`src/rtl/synchronizer_filter_shift_reg.sv`:
```
// synchronizer_filter_shift_reg
// Multi-channel synchronizer for slow asynchronous level inputs. Each channel
// passes through a DEPTH-stage flop chain, then a stability filter that only
// lets the filtered level follow the synchronized value after it has disagreed
// for FILTER consecutive cycles. Registered rise/fall pulses and a combined
// changed flag are emitted in the same cycle the filtered level updates.
module synchronizer_filter_shift_reg #(
  parameter int               WIDTH  = 1,
  parameter int               DEPTH  = 3,
  parameter logic [WIDTH-1:0] INIT   = '0,
  parameter int               FILTER = 4
) (
  input  logic             clock,
  input  logic             reset,
  input  logic [WIDTH-1:0] io_d,
  output logic [WIDTH-1:0] io_q,
  output logic [WIDTH-1:0] io_rise,
  output logic [WIDTH-1:0] io_fall,
  output logic             io_changed
);

  // Counter only has to reach FILTER-1, so FILTER=1 and FILTER=2 both fit in
  // a single bit; FILTER=1 leaves it permanently at zero.
  localparam int               CNT_W    = (FILTER > 1) ? $clog2(FILTER) : 1;
  localparam logic [CNT_W-1:0] CNT_LAST = CNT_W'(FILTER - 1);
  localparam logic [CNT_W-1:0] CNT_ONE  = CNT_W'(1);

  // Synchronizer chain: stage 0 is the only flop that sees io_d directly.
  logic [WIDTH-1:0] syncStage_q [DEPTH];
  logic [WIDTH-1:0] syncLevel;

  // Filter state and the next-state values feeding the output registers.
  logic [CNT_W-1:0] cnt_q [WIDTH];
  logic [CNT_W-1:0] cnt_d [WIDTH];
  logic [WIDTH-1:0] update;
  logic [WIDTH-1:0] level_q;
  logic [WIDTH-1:0] level_d;
  logic [WIDTH-1:0] rise_q;
  logic [WIDTH-1:0] rise_d;
  logic [WIDTH-1:0] fall_q;
  logic [WIDTH-1:0] fall_d;
  logic             changed_q;
  logic             changed_d;

  // Plain shift of the raw inputs; no logic between stages so every stage
  // gets a full cycle to resolve metastability.
  always_ff @(posedge clock) begin
    if (reset) begin
      for (int k = 0; k < DEPTH; k++) begin
        syncStage_q[k] <= INIT;
      end
    end else begin
      syncStage_q[0] <= io_d;
      for (int k = 1; k < DEPTH; k++) begin
        syncStage_q[k] <= syncStage_q[k-1];
      end
    end
  end

  assign syncLevel = syncStage_q[DEPTH-1];

  // Per-channel stability counter: any agreement clears it, and the level
  // only flips once the disagreement has persisted through CNT_LAST.
  always_comb begin
    update = '0;
    for (int i = 0; i < WIDTH; i++) begin
      cnt_d[i] = '0;
      if (syncLevel[i] != level_q[i]) begin
        if (cnt_q[i] == CNT_LAST) begin
          update[i] = 1'b1;
        end else begin
          cnt_d[i] = cnt_q[i] + CNT_ONE;
        end
      end
    end
  end

  // Next filtered level and edge pulses, derived from the update strobes so
  // the pulses land in the first cycle the new level is visible.
  always_comb begin
    level_d   = (level_q & ~update) | (syncLevel & update);
    rise_d    = update & syncLevel;
    fall_d    = update & ~syncLevel;
    changed_d = |(rise_d | fall_d);
  end

  // Filter counters; reset discards any partially counted disagreement.
  always_ff @(posedge clock) begin
    if (reset) begin
      for (int i = 0; i < WIDTH; i++) begin
        cnt_q[i] <= '0;
      end
    end else begin
      for (int i = 0; i < WIDTH; i++) begin
        cnt_q[i] <= cnt_d[i];
      end
    end
  end

  // Output registers; reset wins over a coincident update so no pulse escapes.
  always_ff @(posedge clock) begin
    if (reset) begin
      level_q   <= INIT;
      rise_q    <= '0;
      fall_q    <= '0;
      changed_q <= 1'b0;
    end else begin
      level_q   <= level_d;
      rise_q    <= rise_d;
      fall_q    <= fall_d;
      changed_q <= changed_d;
    end
  end

  assign io_q       = level_q;
  assign io_rise    = rise_q;
  assign io_fall    = fall_q;
  assign io_changed = changed_q;

endmodule

```
`config.mk`:
```
export PLATFORM = sky130hd
export DESIGN_NAME = synchronizer_filter_shift_reg
export DESIGN_NICKNAME = d
export VERILOG_FILES = /design/src/rtl/synchronizer_filter_shift_reg.sv
export SDC_FILE = /design/constraint.sdc
export NUM_CORES = 1
export LEC_CHECK = 0
export CAP_MARGIN = 20
export CORE_AREA = 10 10 47 49
export DETAILED_ROUTE_END_ITERATION = 8
export DIE_AREA = 0 0 57 59
export PLACE_DENSITY_LB_ADDON = 0.08
export SYNTH_ARGS = -nofsm -noshare
export SYNTH_HDL_FRONTEND = slang
export SYNTH_SLANG_ARGS = --single-unit
```
`constraint.sdc`:
```
create_clock -name clock -period 0.9 [get_ports clock]
set_input_delay 0.09 -clock clock [delete_from_list [all_inputs] [get_ports clock]]
set_output_delay 0.09 -clock clock [all_outputs]
set_load 0.02 [all_outputs]
```
Word level (Yosys, flattened, before mapping) --
Memory sizes are Yosys's and may differ from the RTL's. Index checks and enable logic that the tools add are counted.
Storage, ports and cells: memories 2, bits of input ports 3, register bits after elaboration 4, word-level logic and storage cells 32, bits in writable memories 5, output and inout port bits 4
Cells by class: equal/unequal tests 2, $add $sub $neg 1, reduce and logical (&&, ||, !) cells 1, muxes and demuxes 12, bitwise gates (word level) 10
Memories:
- syncStage_q | words 3, bits a word 1, read ports 3, clocked after Yosys merged registers in 0, write ports 3, RTL line 29 | logic [WIDTH-1:0] syncStage_q [DEPTH];
- cnt_q | words 1, bits a word 2, read ports 1, clocked after Yosys merged registers in 0, write ports 1, RTL line 33 | logic [CNT_W-1:0] cnt_q [WIDTH];
Operators by type and width (count):
- two-way mux 1 bit | 9
- two-way mux 2 bit | 3
- OR 1 bit | 5
- AND 1 bit | 3
- adder 2 x 1 -> 2 bit (second input constant) | 1
- == test 2 bit (second input constant) | 1
- NOT 1 bit | 2
- OR reduction 2 bit | 1
- inequality test 1 bit | 1

Depth between registers and ports, before layout --
depth after elaboration 6, gate-level depth with buffers 3, mapped depth without buffers 3

Worst setup path before layout --
OpenSTA, ideal clock, no wires.
kind flip-flop to flip-flop, from register with a tool-made name, to memory cnt_q[0][1] (netlist bit), setup time 0.087 ns, clock period less this slack 0.913 ns, cell stages (with the launch flop) 3, slack -0.013 ns, required time 0.813 ns, arrival time 0.826 ns, path buffers 0, cells stage by stage dfxtp_1 -> xnor2_1 -> nor4b_2
RTL lines (RTL line):
- end, declared | 33

Worst setup path after layout --
from memory cnt_q[0][0] (netlist bit), to register fall_q, in the netlist io_fall
Between the ends: cells in the longest elaborated chain, start to end 5
Ends and longest elaborated chain:
- memory (1 x 2 bit)
- == test 2 bit | RTL line 69 | if (cnt_q[i] == CNT_LAST) begin
- two-way mux 1 bit | RTL line 69
- two-way mux 1 bit | RTL line 68 | if (syncLevel[i] != level_q[i]) begin
- AND 1 bit | RTL line 83 | fall_d = update & ~syncLevel;
- end signal, assigned | RTL line 110 | fall_q <= fall_d;
- end, declared | RTL line 40 | logic [WIDTH-1:0] fall_q;
Every way passes these cells. A chain may end at the register's enable or synchronous reset.

==> impl_metrics.env <==
export IMPL_power_density_mw_per_mm2=1610
export IMPL_gr_total_overflow=0
export IMPL_dieArea_mm2=0.00336
export IMPL_cts_root_buffer="clkbuf_4"
export IMPL_synth_most_common_cell="dfxtp_1"
export IMPL_routed_wl_um=582
export IMPL_synth_nets=26
export IMPL_ys_async_sr_fraction_pct=0
export IMPL_worst_ir_drop_vdd_mv=0.676
export IMPL_cts_max_path_buffers=2
export IMPL_dp_hpwl_um=397
export IMPL_synth_area_leaders="dfxtp_1, nor2b_1, nor3b_1, nor4b_2, ha_1"
export IMPL_antenna_cells=0
export IMPL_p_leak_nw=0.177
export IMPL_arrival_ns=1.08
export IMPL_clock_sinks=9
export IMPL_preCtsSetupSlack_ns=-0.172
export IMPL_timing_hold_ws_ns=0.374
export IMPL_skew_ns=0.00276
export IMPL_initial_core_util_pct=20.0
export IMPL_status="finished, final reports clean"
export IMPL_path_max_fanout=4
export IMPL_p_total_mw=0.748
export IMPL_boundaryPins=7
export IMPL_crit_chain="ha_4 -> nand2b_1 -> nor3b_2"
export IMPL_vias=214
export IMPL_utilization_pct=33.1
export IMPL_cts_clk_slew_worst_paths_ns=0.06
export IMPL_wl_per_cell_um=11.0
export IMPL_drt_initial_drc_count=2
export IMPL_worstMarginPinSlew_ns=0.193
export IMPL_path_delay_family="flip-flops"
export IMPL_io_buffers=6
export IMPL_clk_latency_ns=0.26
export IMPL_track_usage_pct=4.12
export IMPL_hp_class="input pin to flop"
export IMPL_grt_pass1_wl_mm=1.02
export IMPL_relSlewSlack_pct=87.0
export IMPL_required_ns=1.09
export IMPL_slew_viol_final=0
export IMPL_synth_edf_count=0
export IMPL_ys_types=10
export IMPL_htreeDepth=1
export IMPL_critPathKind="flop to flop"
export IMPL_cts_tree="built"
export IMPL_final_nets=42
export IMPL_cts_buffers=3
export IMPL_max_stage_delay_ns=0.36
export IMPL_start_kind="flop"
export IMPL_ys_flop_type="dfxtp_1"
export IMPL_yosysTopAreaCell="dfxtp_1"
export IMPL_rsz0062_at_grt="yes"
export IMPL_synth_avg_cell_area_um2=12.7
export IMPL_dp_cells=47
export IMPL_yosysWarnings=0
export IMPL_fin_setup_tns_ns=0
export IMPL_yosysTopAreaCellShare_pct=64.3
export IMPL_synth_seq_cells=9
export IMPL_drc=0
export IMPL_coreArea_mm2=0.00140
export IMPL_cp_slowest_cell="dfxtp_4"
export IMPL_fin_cells=53
export IMPL_synth_commonest_cells="dfxtp_1, nor2b_1, nor2_1, nor3b_1"
export IMPL_antenna_found_initial=0
export IMPL_syn_area_um2=280
export IMPL_grt_pass1_vias=227
export IMPL_antenna_left=0
export IMPL_die_w_um=57
export IMPL_finalHoldViolCount=0
export IMPL_drive_above_1_share_pct=62.2
export IMPL_synth_cells=22
export IMPL_grt_start_max_net_pins=7
export IMPL_fp_dieH_um=59
export IMPL_drv_cap=0
export IMPL_viasPerCell=4.04
export IMPL_fin_crit_sh_pct=99.0
export IMPL_endpoint_kind="flop"
export IMPL_layout_min_cycle_time_ns=0.891
export IMPL_dpl_cell_area_um2=384
export IMPL_setup_viol=0
export IMPL_max_freq_ghz=1.12
export IMPL_cp_buffers_inverters=0
export IMPL_ys_seq_area_share_pct=64.3
export IMPL_gp_congestion=0.607
export IMPL_area_growth_syn_to_layout_pct=65.6
export IMPL_num_rows=14
export IMPL_final_area_um2=464
export IMPL_setup_ws_ns=0.00933
export IMPL_drt_pass1_iterations=2
==> routing by layer <==
layer,global-route usage (%),part of all wire (%)
met4,4.03,2.9
met5,0,0
met2,5.12,42
met1,4.32,46
met3,3.00,9.3
==> cell usage in the layout (no fill, tap or decap) <==
master           n
buf_4            4
nand2b_1         1
nor2b_1          3
nor4b_2          1
dfxtp_2          3
clkbuf_4         3
mux2i_1          1
xnor2_4          1
clkdlybuf4s50_1  2
nor2_1           2
dfxtp_1          5
buf_2            4
dfxtp_4          1
nor3b_2          2
ha_4             1
nor4_2           1
buf_6            1
clkinv_2         1
==> logic make-up after synthesis <==
kind of cell	Yosys count	share of synthesized area, %
xor gates and xnor gates	1	3.13
adders and majority gates	1	4.46
DFF	9	64.3
muxes	1	3.57
and+or+nand+nor	10	24.6
==> worst paths after layout <==
| kind | from | cells after the start | end | slack, ns |
|---|---|---|---|---|
| min reg2reg | syncStage_q[0][1] | 1 | syncStage_q[0][2] | 0.44 |
| max | cnt_q[0][0] | 3 | io_fall | 0.009 |
| min | io_d | 2 | syncStage_q[0][0] | 0.37 |
| max reg2reg | cnt_q[0][0] | 3 | io_fall | 0.009 |
==> report_power, final <==
group          total [mW]  switching, mW  internal (mW)
registers           0.406        0.00412          0.402
clock network       0.311          0.147          0.164
logic              0.0313        0.00964         0.0216
==> timing repair <==
item	CTS	global route
buffers inserted	1	1
pin swaps	2	2
gates resized for setup	25	3
hold buffers	0	0
setup endpoints to repair	10	4
==> worst reg2reg max path, stage by stage (launching register included) <==
cell	delay, ns
dfxtp_4	0.36
ha_4	0.16
nand2b_1	0.12
nor3b_2	0.18
==> final cells by class <==
type	instances	area [µm²]
clock buffer	3	22.5
clock inverter	1	5.00
fill	156	937
multi-input combinational	13	148
sequential	9	188
tap	16	20.0
timing repair buffer	11	81.3
(Power assumes the default switching activity.)
